## src/rtl/sextium_bus_master.sv

```systemverilog
`timescale 1ns/1ps
// sextium_bus_master
//   Initiator side of the Sextium III asynchronous memory bus. Takes one
//   read or write command at a time from the core, runs a four-phase
//   handshake (strobe up, ack up, strobe down, ack down) and reports
//   completion with a one-cycle resp_valid pulse.
//
//   Optional feature: define BUS_TIMEOUT_EN to compile in a per-phase wait
//   limit of TIMEOUT cycles; on expiry the strobe is dropped and err pulses.
//   Without the macro there is no counter, err is constant 0 and the master
//   waits for the responder indefinitely.
//
// Ports
//   clk, rst             clock, synchronous active-high reset
//   req_read, req_write  core command (read wins if both are set)
//   req_addr, req_wdata  command address and write data
//   busy                 command cannot be accepted this cycle
//   resp_valid           one-cycle completion pulse
//   resp_rdata           last read data, held until the next read completes
//   err                  one-cycle abort pulse (timeout build only)
//   read, write          registered memory strobes
//   addr, data_out       memory address / write data, stable per command
//   data_in, ack         memory read data and acknowledge
module sextium_bus_master #(
    parameter int unsigned TIMEOUT   = 255,
    parameter int unsigned TIMEOUT_W = 8
) (
    input  logic        clk,
    input  logic        rst,
    input  logic        req_read,
    input  logic        req_write,
    input  logic [15:0] req_addr,
    input  logic [15:0] req_wdata,
    output logic        busy,
    output logic        resp_valid,
    output logic [15:0] resp_rdata,
    output logic        err,
    output logic        read,
    output logic        write,
    output logic [15:0] addr,
    output logic [15:0] data_out,
    input  logic [15:0] data_in,
    input  logic        ack
);

    typedef enum logic [1:0] {
        S_IDLE = 2'd0,
        S_REQ  = 2'd1,
        S_REL  = 2'd2
    } state_t;

    state_t state;
    state_t state_nxt;

    logic   accept;
    logic   tmo_hit;
    logic   read_nxt;
    logic   write_nxt;
    logic   resp_valid_nxt;
    logic   err_nxt;
    logic   cap_rdata;

    // A lingering ack from a previous (possibly reset-aborted) transfer keeps
    // the master busy so a new strobe never overlaps the old handshake.
    assign busy   = (state != S_IDLE) | ack;
    assign accept = !busy && (req_read || req_write);

`ifdef BUS_TIMEOUT_EN
    logic [TIMEOUT_W-1:0] tmo_cnt;

    assign tmo_hit = (tmo_cnt == TIMEOUT_W'(TIMEOUT));

    // Restarts on every state change, so each wait phase gets its own budget.
    always_ff @(posedge clk) begin
        if (rst) begin
            tmo_cnt <= '0;
        end else if (state != state_nxt) begin
            tmo_cnt <= '0;
        end else if (state != S_IDLE) begin
            tmo_cnt <= tmo_cnt + 1'b1;
        end
    end
`else
    assign tmo_hit = 1'b0;

    // The timeout parameters only matter when the counter is compiled in.
    logic unused_timeout_cfg;
    assign unused_timeout_cfg = (TIMEOUT < (32'd1 << TIMEOUT_W));
`endif

    // State register plus the registered outputs
    always_ff @(posedge clk) begin
        if (rst) begin
            state      <= S_IDLE;
            read       <= 1'b0;
            write      <= 1'b0;
            resp_valid <= 1'b0;
            err        <= 1'b0;
            addr       <= '0;
            data_out   <= '0;
            resp_rdata <= '0;
        end else begin
            state      <= state_nxt;
            read       <= read_nxt;
            write      <= write_nxt;
            resp_valid <= resp_valid_nxt;
            err        <= err_nxt;
            if (accept) begin
                addr     <= req_addr;
                data_out <= req_read ? 16'h0000 : req_wdata;
            end
            if (cap_rdata) begin
                resp_rdata <= data_in;
            end
        end
    end

    // Next-state logic; a real ack always takes priority over the timeout.
    always_comb begin
        state_nxt = state;
        case (state)
            S_IDLE: if (accept) state_nxt = S_REQ;
            S_REQ: begin
                if (ack)          state_nxt = S_REL;
                else if (tmo_hit) state_nxt = S_IDLE;
            end
            S_REL: begin
                if (!ack)         state_nxt = S_IDLE;
                else if (tmo_hit) state_nxt = S_IDLE;
            end
            default:              state_nxt = S_IDLE;
        endcase
    end

    // Output logic: next values for the registered strobes and pulses.
    always_comb begin
        read_nxt       = read;
        write_nxt      = write;
        resp_valid_nxt = 1'b0;
        err_nxt        = 1'b0;
        cap_rdata      = 1'b0;
        case (state)
            S_IDLE: begin
                if (accept) begin
                    read_nxt  = req_read;
                    write_nxt = req_write & ~req_read;
                end
            end
            S_REQ: begin
                if (ack) begin
                    read_nxt  = 1'b0;
                    write_nxt = 1'b0;
                    // read is only high in REQ for a read command
                    cap_rdata = read;
                end else if (tmo_hit) begin
                    read_nxt  = 1'b0;
                    write_nxt = 1'b0;
                    err_nxt   = 1'b1;
                end
            end
            S_REL: begin
                if (!ack) begin
                    resp_valid_nxt = 1'b1;
                end else if (tmo_hit) begin
                    err_nxt = 1'b1;
                end
            end
            default: begin
                read_nxt  = 1'b0;
                write_nxt = 1'b0;
            end
        endcase
    end

endmodule

```

## config.mk

```make
export PLATFORM = sky130hd
export DESIGN_NAME = sextium_bus_master
export DESIGN_NICKNAME = d
export VERILOG_FILES = /design/src/rtl/sextium_bus_master.sv
export SDC_FILE = /design/constraint.sdc
export NUM_CORES = 1
export LEC_CHECK = 0
export BUFFER_PORTS_ARGS = -buffer_cell sky130_fd_sc_hd__buf_4
export CAP_MARGIN = 20
export CELL_PAD_IN_SITES_DETAIL_PLACEMENT = 1
export CELL_PAD_IN_SITES_GLOBAL_PLACEMENT = 1
export CORE_ASPECT_RATIO = 1.2
export CORE_MARGIN = 1.5
export CORE_UTILIZATION = 32
export CTS_BUF_LIST = sky130_fd_sc_hd__clkbuf_8 sky130_fd_sc_hd__clkbuf_16
export DETAILED_ROUTE_END_ITERATION = 10
export PLACE_DENSITY = 0.83
export SLEW_MARGIN = 20
export SYNTH_ARGS = -nofsm -noshare
export SYNTH_HDL_FRONTEND = slang
export SYNTH_SLANG_ARGS = --single-unit
export TNS_END_PERCENT = 100
```

## constraint.sdc

```tcl
create_clock -name clk -period 1.8 [get_ports clk]
set_input_delay 0.18 -clock clk [delete_from_list [all_inputs] [get_ports clk]]
set_output_delay 0.18 -clock clk [all_outputs]
set_load 0.01 [all_outputs]
```

==> flow_metrics.env <==
export IMPL_grt_max_degree=27
export IMPL_ctsRootBufferMaster="clkbuf_8"
export IMPL_report_final_slew_viol_count=0
export IMPL_ff2ff_path_depth=3
export IMPL_worst_path_stages=3
export IMPL_slew_limit_headroom=0.614
export IMPL_placed_area_um2=2810
export IMPL_path_buf_inv=2
export IMPL_fin_crit_sh=0.882
export IMPL_start_kind="flip-flop"
export IMPL_dr_pass1_iters=4
export IMPL_die_area_um2=6720
export IMPL_grt_pass1_wl_mm=8.46
export IMPL_synth_top_area_frac=0.532
export IMPL_synth_avg_cell_area_um2=9.68
export IMPL_power_total_mw=2.26
export IMPL_yosys_warnings=0
export IMPL_via_per_inst=4.74
export IMPL_post_cts_buffers=0
export IMPL_num_rows=31
export IMPL_fin_util=0.485
export IMPL_critPathMaxStageDelay_ns=0.47
export IMPL_core_um2=6010
export IMPL_synth_seq_area_share=0.532
export IMPL_synth_edf_count=0
export IMPL_cts_hold_buf=0
export IMPL_h_tree_depth=2
export IMPL_cts_tree="done"
export IMPL_grt_usage=0.163
export IMPL_vdd_drop_max_mv=0.394
export IMPL_cts_clk_slew_worst_paths_ns=0.09
export IMPL_syn_cell_area_um2=1990
export IMPL_num_vias=1836
export IMPL_cts_resized=0
export IMPL_cts_buffer_depth=2
export IMPL_dp_hpwl_mm=4.09
export IMPL_place_congestion=0.696
export IMPL_power_density_nw_per_um2=777
export IMPL_final_area_um2=2920
export IMPL_tns_ns=0
export IMPL_first_iter_violations=47
export IMPL_ys_top_cells_by_count="53 x dfxtp_1, 32 x a21oi_1, 32 x nand2_1"
export IMPL_drive_above_1_share=0.452
export IMPL_finClkSkew_ns=0.00785
export IMPL_combPwrFrac=0.140
export IMPL_portBuffers=104
export IMPL_synthFlopType="dfxtp_1"
export IMPL_whs_ns=0.0997
export IMPL_synth_nets=259
export IMPL_antenna_left=0
export IMPL_start_util=0.332
export IMPL_cp_max_fo=11
export IMPL_die_h_um=89.5
export IMPL_async_flop_share=0
export IMPL_hold_depth=2
export IMPL_power_frac_seq=0.545
export IMPL_cp_cell_sequence="nor3_4 > inv_1 > buf_4"
export IMPL_synth_cell_type_count=27
export IMPL_final_seq_area_um2=1060
export IMPL_synth_area_leaders="dfxtp_1 53%, a21bo_2 8.0%, a21oi_1 8.0%"
export IMPL_syn2layout_area_growth_pct=46.2
export IMPL_crit_required_ns=1.62
export IMPL_drv_cap=0
export IMPL_yosys_area_top_type="dfxtp_1"
export IMPL_overflow=0
export IMPL_outcome="complete, no violations"
export IMPL_p_sw_uw=527
export IMPL_finalWirelength_mm=5.42
export IMPL_fmax_ghz=0.630
export IMPL_fillCellCount=699
export IMPL_insertedDiodeCount=0
export IMPL_wl_per_cell_um=14.0
export IMPL_crit_family="simple AND/OR/NAND/NOR gates"
export IMPL_cts_made_buffers=5
export IMPL_critPathArrivalTime_ns=1.41
export IMPL_crit_type="flip-flop to output port"
export IMPL_clk_latency_ns=0.30
export IMPL_nets=357
export IMPL_die_width_um=75.1
export IMPL_fin_crit_ns=1.59
export IMPL_p_clk_frac=0.315
export IMPL_slowest_stage="nor3_4"
export IMPL_end_kind="output port"
export IMPL_hold_violations=0
export IMPL_remaining_drc_errors=0
export IMPL_hp_class="input port to flip-flop"
export IMPL_rsz0062_at_grt="no"
export IMPL_grt_pass1_vias=1887
export IMPL_p_int_mw=1.74
export IMPL_synth_cells=206
export IMPL_cts_sinks=53
export IMPL_sw_frac_of_total=0.233
export IMPL_p_leak_nw=1.28
export IMPL_yosysMostFrequentCell="dfxtp_1"
export IMPL_worst_slew_pin_slew_ns=0.579
export IMPL_ys_ff_latch=53
export IMPL_setup_viol=0
export IMPL_antenna_found_initial=0
export IMPL_multi_input_area_um2=813
export IMPL_io_pins=106
path summary, 6_finish.rpt:
path / start / endpoint / slack, ns
setup / recovery: state[1] / busy / 0.21
setup reg to reg: state[1] / write / 0.31
hold / removal: req_wdata[15] / data_out[15] / 0.1
hold reg to reg: resp_rdata[3] / resp_rdata[3] / 0.46
stage by stage:
step	setup slack, ns	cells
floorplan	0.498	206
global placement	0.343	379
detailed placement	0.299	379
CTS	0.173	387
global route	0.0658	387
finish	0.212	387
sequential cells by signal, indices dropped and copies added, names as in the netlist:
register    count
read            1
data_out       16
resp_valid      1
resp_rdata     16
write           1
state           2
addr           16
power groups by stage:
stage	Sequential, mW	Clock [mW]	Combinational (mW)
final	1.23	0.713	0.317
after global routing	1.24	0.789	0.349
after CTS	1.24	0.744	0.323
after detailed placement	1.26	0	0.322
after global placement	1.26	0	0.314
after floorplan	1.27	0	0.137
cell type report:
class	instances	area share
clock inverter	1	0.00172
multi-input combinational	132	0.279
inverter	1	0.00129
clock buffer	7	0.0330
sequential	53	0.364
timing repair buffer	111	0.286
tap	82	0.0352
cell families (layout without fill, tap and decap cells):
logic type | Yosys count | in the layout | share of synthesized area
compound gates | 69 | 69 | 0.251
simple gates | 61 | 61 | 0.151
flops | 53 | 53 | 0.532
buf+inv | 21 | 120 | 0.0602
other cells | 1 | 1 | 0.00188
xor+xnor | 1 | 1 | 0.00439
layout by cell type (no fill, tap or decap), drive strengths merged:
cell type,count
conb,1
a21oi,33
nor3b,1
nor3,1
and2,1
nand4b,1
o21ai,3
nand3b,2
dfxtp,53
a21bo,16
clkinv,1
nor4b,1
a31o,1
inv,1
or2,1
and4b,2
clkbuf,7
a22o,16
xnor2,1
nor2,3
buf,111
nand2,32
nand3,16
layer usage:
metal	up-vias	track usage	routed length, µm	part of all wire
li1	908	-	-	-
met1	850	0.184	2130	0.39
met2	73	0.285	2710	0.50
met3	5	0.0665	531	0.098
met4	0	0.0397	43	0.0079
met5	-	0	0	0
(Power assumes the default switching activity.)
